### src/rtl/coeff_seq_ctrl_if.sv
// Bus between the coefficient sequencer and its serial-write master / coefficient banks.
// The master drives sweep requests and coefficient writes. The slave (the sequencer) drives memory controls and tap markers.
interface coeff_seq_ctrl_if #(
  parameter int AW_R = 6
) ();
  logic            sample_strobe;
  logic            wr_req;
  logic [8:0]      wr_addr;
  logic [35:0]     wr_data;
  logic            wr_ack;
  logic            clear_overrun;
  logic [AW_R-1:0] mem_addressR;
  logic [8:0]      mem_addressW;
  logic [35:0]     mem_datain;
  logic            mem_we;
  logic            tap_valid;
  logic [5:0]      tap_index;
  logic            tap_first;
  logic            tap_last;
  logic            busy;
  logic            overrun;

  modport master (
    output sample_strobe, wr_req, wr_addr, wr_data, clear_overrun,
    input  wr_ack, mem_addressR, mem_addressW, mem_datain, mem_we,
           tap_valid, tap_index, tap_first, tap_last, busy, overrun
  );

  modport slave (
    input  sample_strobe, wr_req, wr_addr, wr_data, clear_overrun,
    output wr_ack, mem_addressR, mem_addressW, mem_datain, mem_we,
           tap_valid, tap_index, tap_first, tap_last, busy, overrun
  );
endinterface

### src/rtl/coeff_seq_ctrl.sv
// Sweeps the coefficient-bank read address once per sample and tags the delayed taps.
// Serial coefficient writes are held off until the sequencer is idle, so a sweep never sees a coefficient change.
module coeff_seq_ctrl #(
  parameter int LAST_ADDR = 63,
  parameter int AW_R      = 6
) (
  input logic             clock,
  input logic             reset,
  coeff_seq_ctrl_if.slave bus
);

  typedef enum logic [1:0] {IDLE, SWEEP, FLUSH} state_e;

  localparam logic [AW_R-1:0] LastAddr = AW_R'(LAST_ADDR);

  state_e          state_q, state_d;
  logic [AW_R-1:0] addr_r_q, addr_r_d;
  logic [8:0]      addr_w_q, addr_w_d;
  logic [35:0]     data_w_q, data_w_d;
  logic            we_q, we_d;
  logic            ack_q, ack_d;
  logic            tap_valid_q, tap_valid_d;
  logic [5:0]      tap_index_q, tap_index_d;
  logic            tap_first_q, tap_first_d;
  logic            tap_last_q, tap_last_d;
  logic            busy_q, busy_d;
  logic            overrun_q, overrun_d;
  logic            in_sweep;

  assign in_sweep = (state_q == SWEEP);

  always_comb begin
    // NOTE: every *_d gets a default before the case so no path leaves it unassigned (no latches).
    state_d   = state_q;
    addr_r_d  = '0;
    addr_w_d  = addr_w_q;
    data_w_d  = data_w_q;
    we_d      = 1'b0;
    ack_d     = 1'b0;
    overrun_d = overrun_q;

    unique case (state_q)
      IDLE: begin
        // A strobe beats a write in the same cycle; wr_req stays high and is taken after the sweep.
        if (bus.sample_strobe) begin
          state_d = SWEEP;
        end else if (bus.wr_req && !ack_q) begin
          we_d     = 1'b1;
          ack_d    = 1'b1;
          addr_w_d = bus.wr_addr;
          data_w_d = bus.wr_data;
        end
      end
      SWEEP: begin
        if (addr_r_q == LastAddr) state_d = FLUSH;
        else                      addr_r_d = addr_r_q + AW_R'(1);
      end
      FLUSH:   state_d = IDLE;
      default: state_d = IDLE;
    endcase

    // The banks have one cycle of read latency, so taps trail the read address by one cycle.
    tap_valid_d = in_sweep;
    tap_index_d = in_sweep ? 6'(addr_r_q) : 6'd0;
    tap_first_d = in_sweep && (addr_r_q == '0);
    tap_last_d  = in_sweep && (addr_r_q == LastAddr);
    busy_d      = (state_d != IDLE);

    // Set takes precedence over clear.
    if (bus.sample_strobe && (state_q != IDLE)) overrun_d = 1'b1;
    else if (bus.clear_overrun)                 overrun_d = 1'b0;
  end

  // NOTE: state registers use non-blocking assignments so every flop samples pre-edge values.
  always_ff @(posedge clock) begin
    if (reset) begin
      state_q     <= IDLE;
      addr_r_q    <= '0;
      addr_w_q    <= '0;
      data_w_q    <= '0;
      we_q        <= 1'b0;
      ack_q       <= 1'b0;
      tap_valid_q <= 1'b0;
      tap_index_q <= '0;
      tap_first_q <= 1'b0;
      tap_last_q  <= 1'b0;
      busy_q      <= 1'b0;
      overrun_q   <= 1'b0;
    end else begin
      state_q     <= state_d;
      addr_r_q    <= addr_r_d;
      addr_w_q    <= addr_w_d;
      data_w_q    <= data_w_d;
      we_q        <= we_d;
      ack_q       <= ack_d;
      tap_valid_q <= tap_valid_d;
      tap_index_q <= tap_index_d;
      tap_first_q <= tap_first_d;
      tap_last_q  <= tap_last_d;
      busy_q      <= busy_d;
      overrun_q   <= overrun_d;
    end
  end

  assign bus.mem_addressR = addr_r_q;
  assign bus.mem_addressW = addr_w_q;
  assign bus.mem_datain   = data_w_q;
  assign bus.mem_we       = we_q;
  assign bus.wr_ack       = ack_q;
  assign bus.tap_valid    = tap_valid_q;
  assign bus.tap_index    = tap_index_q;
  assign bus.tap_first    = tap_first_q;
  assign bus.tap_last     = tap_last_q;
  assign bus.busy         = busy_q;
  assign bus.overrun      = overrun_q;

endmodule

### src/flat_wrapper.sv
// flat-port wrapper written by rule: the top's interface ports become plain ports
module coeff_seq_ctrl_flat 
#(
  parameter int LAST_ADDR = 63,
  parameter int AW_R      = 6
)
  (clock, reset, bus_sample_strobe, bus_wr_req, bus_wr_addr, bus_wr_data, bus_clear_overrun, bus_wr_ack, bus_mem_addressR, bus_mem_addressW, bus_mem_datain, bus_mem_we, bus_tap_valid, bus_tap_index, bus_tap_first, bus_tap_last, bus_busy, bus_overrun);
  coeff_seq_ctrl_if #(.AW_R(AW_R)) bus_i ();
  input logic clock;
  input logic reset;
  input wire logic [$bits(bus_i.sample_strobe)-1:0] bus_sample_strobe;
  input wire logic [$bits(bus_i.wr_req)-1:0] bus_wr_req;
  input wire logic [$bits(bus_i.wr_addr)-1:0] bus_wr_addr;
  input wire logic [$bits(bus_i.wr_data)-1:0] bus_wr_data;
  input wire logic [$bits(bus_i.clear_overrun)-1:0] bus_clear_overrun;
  output wire logic [$bits(bus_i.wr_ack)-1:0] bus_wr_ack;
  output wire logic [$bits(bus_i.mem_addressR)-1:0] bus_mem_addressR;
  output wire logic [$bits(bus_i.mem_addressW)-1:0] bus_mem_addressW;
  output wire logic [$bits(bus_i.mem_datain)-1:0] bus_mem_datain;
  output wire logic [$bits(bus_i.mem_we)-1:0] bus_mem_we;
  output wire logic [$bits(bus_i.tap_valid)-1:0] bus_tap_valid;
  output wire logic [$bits(bus_i.tap_index)-1:0] bus_tap_index;
  output wire logic [$bits(bus_i.tap_first)-1:0] bus_tap_first;
  output wire logic [$bits(bus_i.tap_last)-1:0] bus_tap_last;
  output wire logic [$bits(bus_i.busy)-1:0] bus_busy;
  output wire logic [$bits(bus_i.overrun)-1:0] bus_overrun;
  assign bus_i.sample_strobe = bus_sample_strobe;
  assign bus_i.wr_req = bus_wr_req;
  assign bus_i.wr_addr = bus_wr_addr;
  assign bus_i.wr_data = bus_wr_data;
  assign bus_i.clear_overrun = bus_clear_overrun;
  assign bus_wr_ack = bus_i.wr_ack;
  assign bus_mem_addressR = bus_i.mem_addressR;
  assign bus_mem_addressW = bus_i.mem_addressW;
  assign bus_mem_datain = bus_i.mem_datain;
  assign bus_mem_we = bus_i.mem_we;
  assign bus_tap_valid = bus_i.tap_valid;
  assign bus_tap_index = bus_i.tap_index;
  assign bus_tap_first = bus_i.tap_first;
  assign bus_tap_last = bus_i.tap_last;
  assign bus_busy = bus_i.busy;
  assign bus_overrun = bus_i.overrun;
  coeff_seq_ctrl #(.LAST_ADDR(LAST_ADDR), .AW_R(AW_R)) u_core (.clock(clock), .reset(reset), .bus(bus_i));
endmodule
### config.mk
export PLATFORM = sky130hd
export DESIGN_NAME = coeff_seq_ctrl_flat
export DESIGN_NICKNAME = d
export VERILOG_FILES = /design/src/rtl/coeff_seq_ctrl_if.sv /design/src/rtl/coeff_seq_ctrl.sv /design/src/flat_wrapper.sv
export SDC_FILE = /design/constraint.sdc
export NUM_CORES = 1
export LEC_CHECK = 0
export CELL_PAD_IN_SITES_DETAIL_PLACEMENT = 1
export CELL_PAD_IN_SITES_GLOBAL_PLACEMENT = 2
export CORE_ASPECT_RATIO = 1.75
export CORE_MARGIN = 8
export CORE_UTILIZATION = 23
export CTS_CLUSTER_DIAMETER = 30
export DETAILED_ROUTE_END_ITERATION = 6
export PLACE_DENSITY_LB_ADDON = 0.3
export SYNTH_ARGS = -nofsm -noshare
export SYNTH_HDL_FRONTEND = slang
export SYNTH_SLANG_ARGS = --single-unit
### constraint.sdc
create_clock -name clock -period 2.11 [get_ports clock]
set_input_delay 0.422 -clock clock [delete_from_list [all_inputs] [get_ports clock]]
set_output_delay 0.422 -clock clock [all_outputs]
set_load 0.005 [all_outputs]
=== Word-level counts from Yosys, hierarchy flattened ===
Index checks and enable logic that the tools add are counted.

* Flip-flop bits (word level): 65
* Input port bits: 50
* Output and inout port bits: 64
* Logic and storage cells: 37

* Add/sub/neg operators: 1
* Eq/ne operators: 2
* Multiplexer cells: 6
* Bitwise operators: 3
* Reductions and logical operators: 14

{| class="wikitable"
|+ Operator list
! cell !! count
|-
| $add A6 B1 Y6 const B || 1
|-
| $eq A6 B6 Y1 const B || 1
|-
| $logic_not A6 Y1 || 1
|-
| $reduce_bool A2 Y1 || 3
|-
| $reduce_or A3 Y1 || 2
|-
| $logic_and A1 B1 Y1 || 4
|-
| $mux W2 || 2
|-
| $pmux W2 S2 || 1
|-
| $mux W1 || 3
|-
| $not A1 Y1 || 3
|-
| $reduce_and A3 Y1 || 1
|-
| $eq A2 B1 Y1 const B || 1
|-
| $logic_not A2 Y1 || 1
|-
| $reduce_or A2 Y1 || 1
|-
| $logic_not A1 Y1 || 1
|}

=== Depth between registers and ports, before layout ===
Gate-level depths: netlist of the first run.

* Word-level depth: 4
* Gate-level depth with buffers: 5
* Gate-level depth less buffers: 5

=== Worst setup path after synthesis of the first run ===
OpenSTA, ideal clock, no wires.

* Path kind: input to register
* Start point: input bus_sample_strobe
* End point: register u_core.addr_w_q[5] (netlist: u_core.bus.mem_addressW[5])
* Library setup time: 0.132 ns
* Arrival time: 1.383 ns
* Data required time: 1.978 ns
* Path slack: 0.595 ns
* Stages on the path: 5
* Path buffers: 2
* Path through: or4b_1 -> buf_6 -> buf_6 -> o21ai_1 -> a21oi_1

* Cells in the longest elaborated chain, start to end: 2

{| class="wikitable"
|+ RTL lines
! element !! line !! RTL
|-
| start, declared || flat_wrapper.sv:11 || <nowiki>input wire logic [$bits(bus_i.sample_strobe)-1:0] bus_sample_strobe;</nowiki>
|-
| $not A1 Y1 (no line) || -- ||
|-
| $reduce_and A3 Y1 (no line) || -- ||
|-
| end signal, assigned || coeff_seq_ctrl.sv:92 || <nowiki>addr_w_q <= addr_w_d;</nowiki>
|-
| end, declared || coeff_seq_ctrl.sv:18 || <nowiki>logic [8:0] addr_w_q, addr_w_d;</nowiki>
|}

Every way passes these cells.
A chain may end at the register's enable or synchronous reset.

=== Worst setup path in the final report of the first run ===
* Start point: input bus_sample_strobe
* End point: register u_core.data_w_q[7] (netlist: u_core.bus.mem_datain[7])

* Cells in the longest elaborated chain, start to end: 2

{| class="wikitable"
|+ RTL lines
! element !! line !! RTL
|-
| $not A1 Y1 (no line) || -- ||
|-
| $reduce_and A3 Y1 (no line) || -- ||
|-
| end signal, assigned || coeff_seq_ctrl.sv:93 || <nowiki>data_w_q <= data_w_d;</nowiki>
|-
| end, declared || coeff_seq_ctrl.sv:19 || <nowiki>logic [35:0] data_w_q, data_w_d;</nowiki>
|}

Every way passes these cells.

==> out/results.ini, run 1 <==
[status]
status = completed

[grt]
grt_max_degree = 92
global_route.usage.met3 = 0.0429
grt_use_met1 = 0.116
antenna_found_initial = 0
grt_pass1_wl_um = 13300
top_usage_layer = met2
grt_pass1_vias = 2615
gr-usage-met2 = 0.209
grt_use_total = 0.117
grt-ovfl-total = 0

[detailed_routing]
drt_iter0_markers = 80
wl_um = 8410
ant_nets = 0
post_drt_wl_per_cell_um = 16.5
route.detailed.drc = 0
drtPass1Iterations = 4
viasPerCell = 4.59
vias = 2338

[worst_hold_path]
hp-class = input port to flip-flop

[placement]
dp_hpwl_um = 5870
gp_congestion = 0.704
placed_area_um2 = 3740
portBuffers = 113
dp_slack_ns = -0.0667

[power_and_ir_drop]
power.share.clock = 0.475
ir_drop_uv = 513
p_int_mw = 2.43
fin_total_pwr_mw = 3.12
p_leak_nw = 1.36
swShare = 0.223
combPwrFrac = 0.110
p_sw_mw = 0.697
p_seq_frac = 0.415
powerDensity_nw_per_um2 = 772

[sta]
max_slew_margin = 0.486
fin_hold_ws_ns = 0.401
fmax_ghz = 0.546
rsz0062_at_grt = false
period_share = 0.868
hold_viol_final = 0
min_period_ns = 1.83
tightest_slew_ns = 0.771
slew_violations = 0
setup_viol = 0
setup_slack_ns = 0.279
skew_ns = 0.00563

[clock_tree]
postCtsSetupRepairBufs = 0
clk_latency_ns = 0.32
cts_buffers = 9
cts_sinks = 65
post_cts_resize_count = 0
cts_root_buffer = clkbuf_16
cts_max_level = 3
clock_path_buffers = 2
cts_tree = built
cts_hold_buf = 0
clk_pin_slew_ns = 0.05

[setup_path]
end_kind = flip-flop
cp.required_ns = 2.29
cp_data_arrival_time_ns = 2.01
critPathKind = input port to flip-flop
crit_fanout = 34
start_kind = input port

[final_layout]
area_growth_syn_to_layout_pct = 61.1
fin_nets = 426
antenna_cells = 0
stdcell_area_um2 = 4040
layout-drive-gt1-share = 0.0844
fillers = 1235
final_util = 0.378

[floorplan]
die_w_um = 94.9
core_area_um2 = 10700
initial_core_util = 0.235
io_pins = 114
rows = 50
die_area_um2 = 14600
die_y_um = 154

[synthesis]
synth_compound_area_frac = 0.201
synth_top_area_cell = dfxtp_1
synth_cell_types = 27
synthTopCellsByArea = dfxtp_1 52%, nand3b_1 13%, a21oi_1 9.4%
synth.most_common_cell = dfxtp_1
syn_area_per_cell_um2 = 9.36
synthSimpleGateAreaFrac = 0.198
synth_edf_count = 0
yosysSeqAreaShare = 0.519
synth_async_sr_flop_share = 0
synthCells = 268
synth_top_family_by_area = compound AO/OA/AOI/OAI gates
yosys_warnings = 0
synth_seq_cells = 65
syn-num-nets = 320
synth_fa_ha_area_frac = 0.00998
synth-xor-area-share = 0.0105
synth_top_cells_by_count = 65 x dfxtp_1, 47 x a21oi_1, 45 x nand3b_1
synth_top_area_frac = 0.519
ys.flop_type = dfxtp_1
netlist_area_um2 = 2510
muxShareOfSynthArea = 0

[flow_run]
maxCapViolCount = 0

==> final cells by class <==
class	instances	area, um^2	share of cell area
sequential	65	1300	0.322
tap	130	163	0.0402
multi-input combinational	174	1050	0.260
timing repair buffer	120	1200	0.298
inverter	4	15.0	0.00371
clock inverter	6	67.6	0.0167
clock buffer	10	239	0.0591
==> placed cells by master, fill, tap and decap left out, types with 2 or more instances in the layout <==
master,netlist,final
a21oi_1,47,47
and2_1,4,4
buf_12,0,2
buf_4,1,5
clkbuf_16,0,9
clkdlybuf4s50_1,0,112
clkinv_4,0,2
clkinvlp_4,0,2
dfxtp_1,65,64
ha_1,2,2
inv_1,4,4
nand2_1,2,2
nand3_1,3,3
nand3b_1,45,45
nor2_1,9,9
nor3_1,4,4
o21ai_0,9,9
o21ai_1,35,35
o21ai_2,4,4
or4b_2,1,2
xor2_1,2,2
==> logic make-up (layout without fill, tap and decap cells) <==
family                   Yosys count  after routing
flip-flops                        65             65
adder cells (fa/ha/maj)            2              2
AO/OA/AOI/OAI                     97             97
buffers and inverters             29            140
XOR/XNOR                           3              3
AND/OR/NAND/NOR                   72             72
==> worst max-delay path: stages <==
cell and delay [ns]:
clkdlybuf4s50_1 0.42, or4b_2 0.70, buf_12 0.21, o21ai_0 0.16
a21oi_1 0.09
==> per-stage QoR <==
stage	TNS (ns)	cells
after detailed placement	-1.15	493
after global routing	0	509
after CTS	0	509
final	0	509
after global placement	-0.343	493
after floorplan	0	268
==> power by group through the flow <==
stage	logic, mW	clock network, mW	registers [mW]
final	0.342	1.48	1.30
after CTS	0.352	1.54	1.30
after global placement	0.347	0	1.32
after floorplan	0.126	0	1.32
after detailed placement	0.351	0	1.32
after global routing	0.373	1.59	1.30
==> layer usage <==
layer  routed length, um  share of wire
met2                4460           0.53
met5                   0              0
met4                 164          0.019
met1                3170           0.38
met3                 622          0.074
==> path summary, 6_finish.rpt <==
path	startpoint	end	slack [ns]	cells after the start
max reg2reg	u_core.state_q[0]$_SDFF_PP0_	u_core.bus.mem_datain[7]$_SDFFE_PP0P_	0.39	4
min	reset	u_core.bus.busy$_SDFF_PP0_	0.40	3
max	bus_sample_strobe	u_core.bus.mem_datain[7]$_SDFFE_PP0P_	0.28	5
min reg2reg	u_core.bus.mem_datain[20]$_SDFFE_PP0P_	u_core.bus.mem_datain[20]$_SDFFE_PP0P_	0.46	2
==> state kept, by name, indices dropped and copies added (netlist names) <==
signal,cells
u_core.bus.busy,1
u_core.bus.mem_addressR,6
u_core.bus.mem_addressW,9
u_core.bus.mem_datain,36
u_core.bus.overrun,1
u_core.bus.tap_first,1
u_core.bus.tap_index,6
u_core.bus.tap_last,1
u_core.bus.tap_valid,1
u_core.bus.wr_ack,1
u_core.state_q,2
Note: power is estimated with default switching activity, not from simulation.
==> inputs of run 2 (changes only) <==
Settings changed: CTS_CLUSTER_SIZE from default to 20.
==> results of run 2 <==
No change in the layout: final DEF, timing and power equal those of run 1.
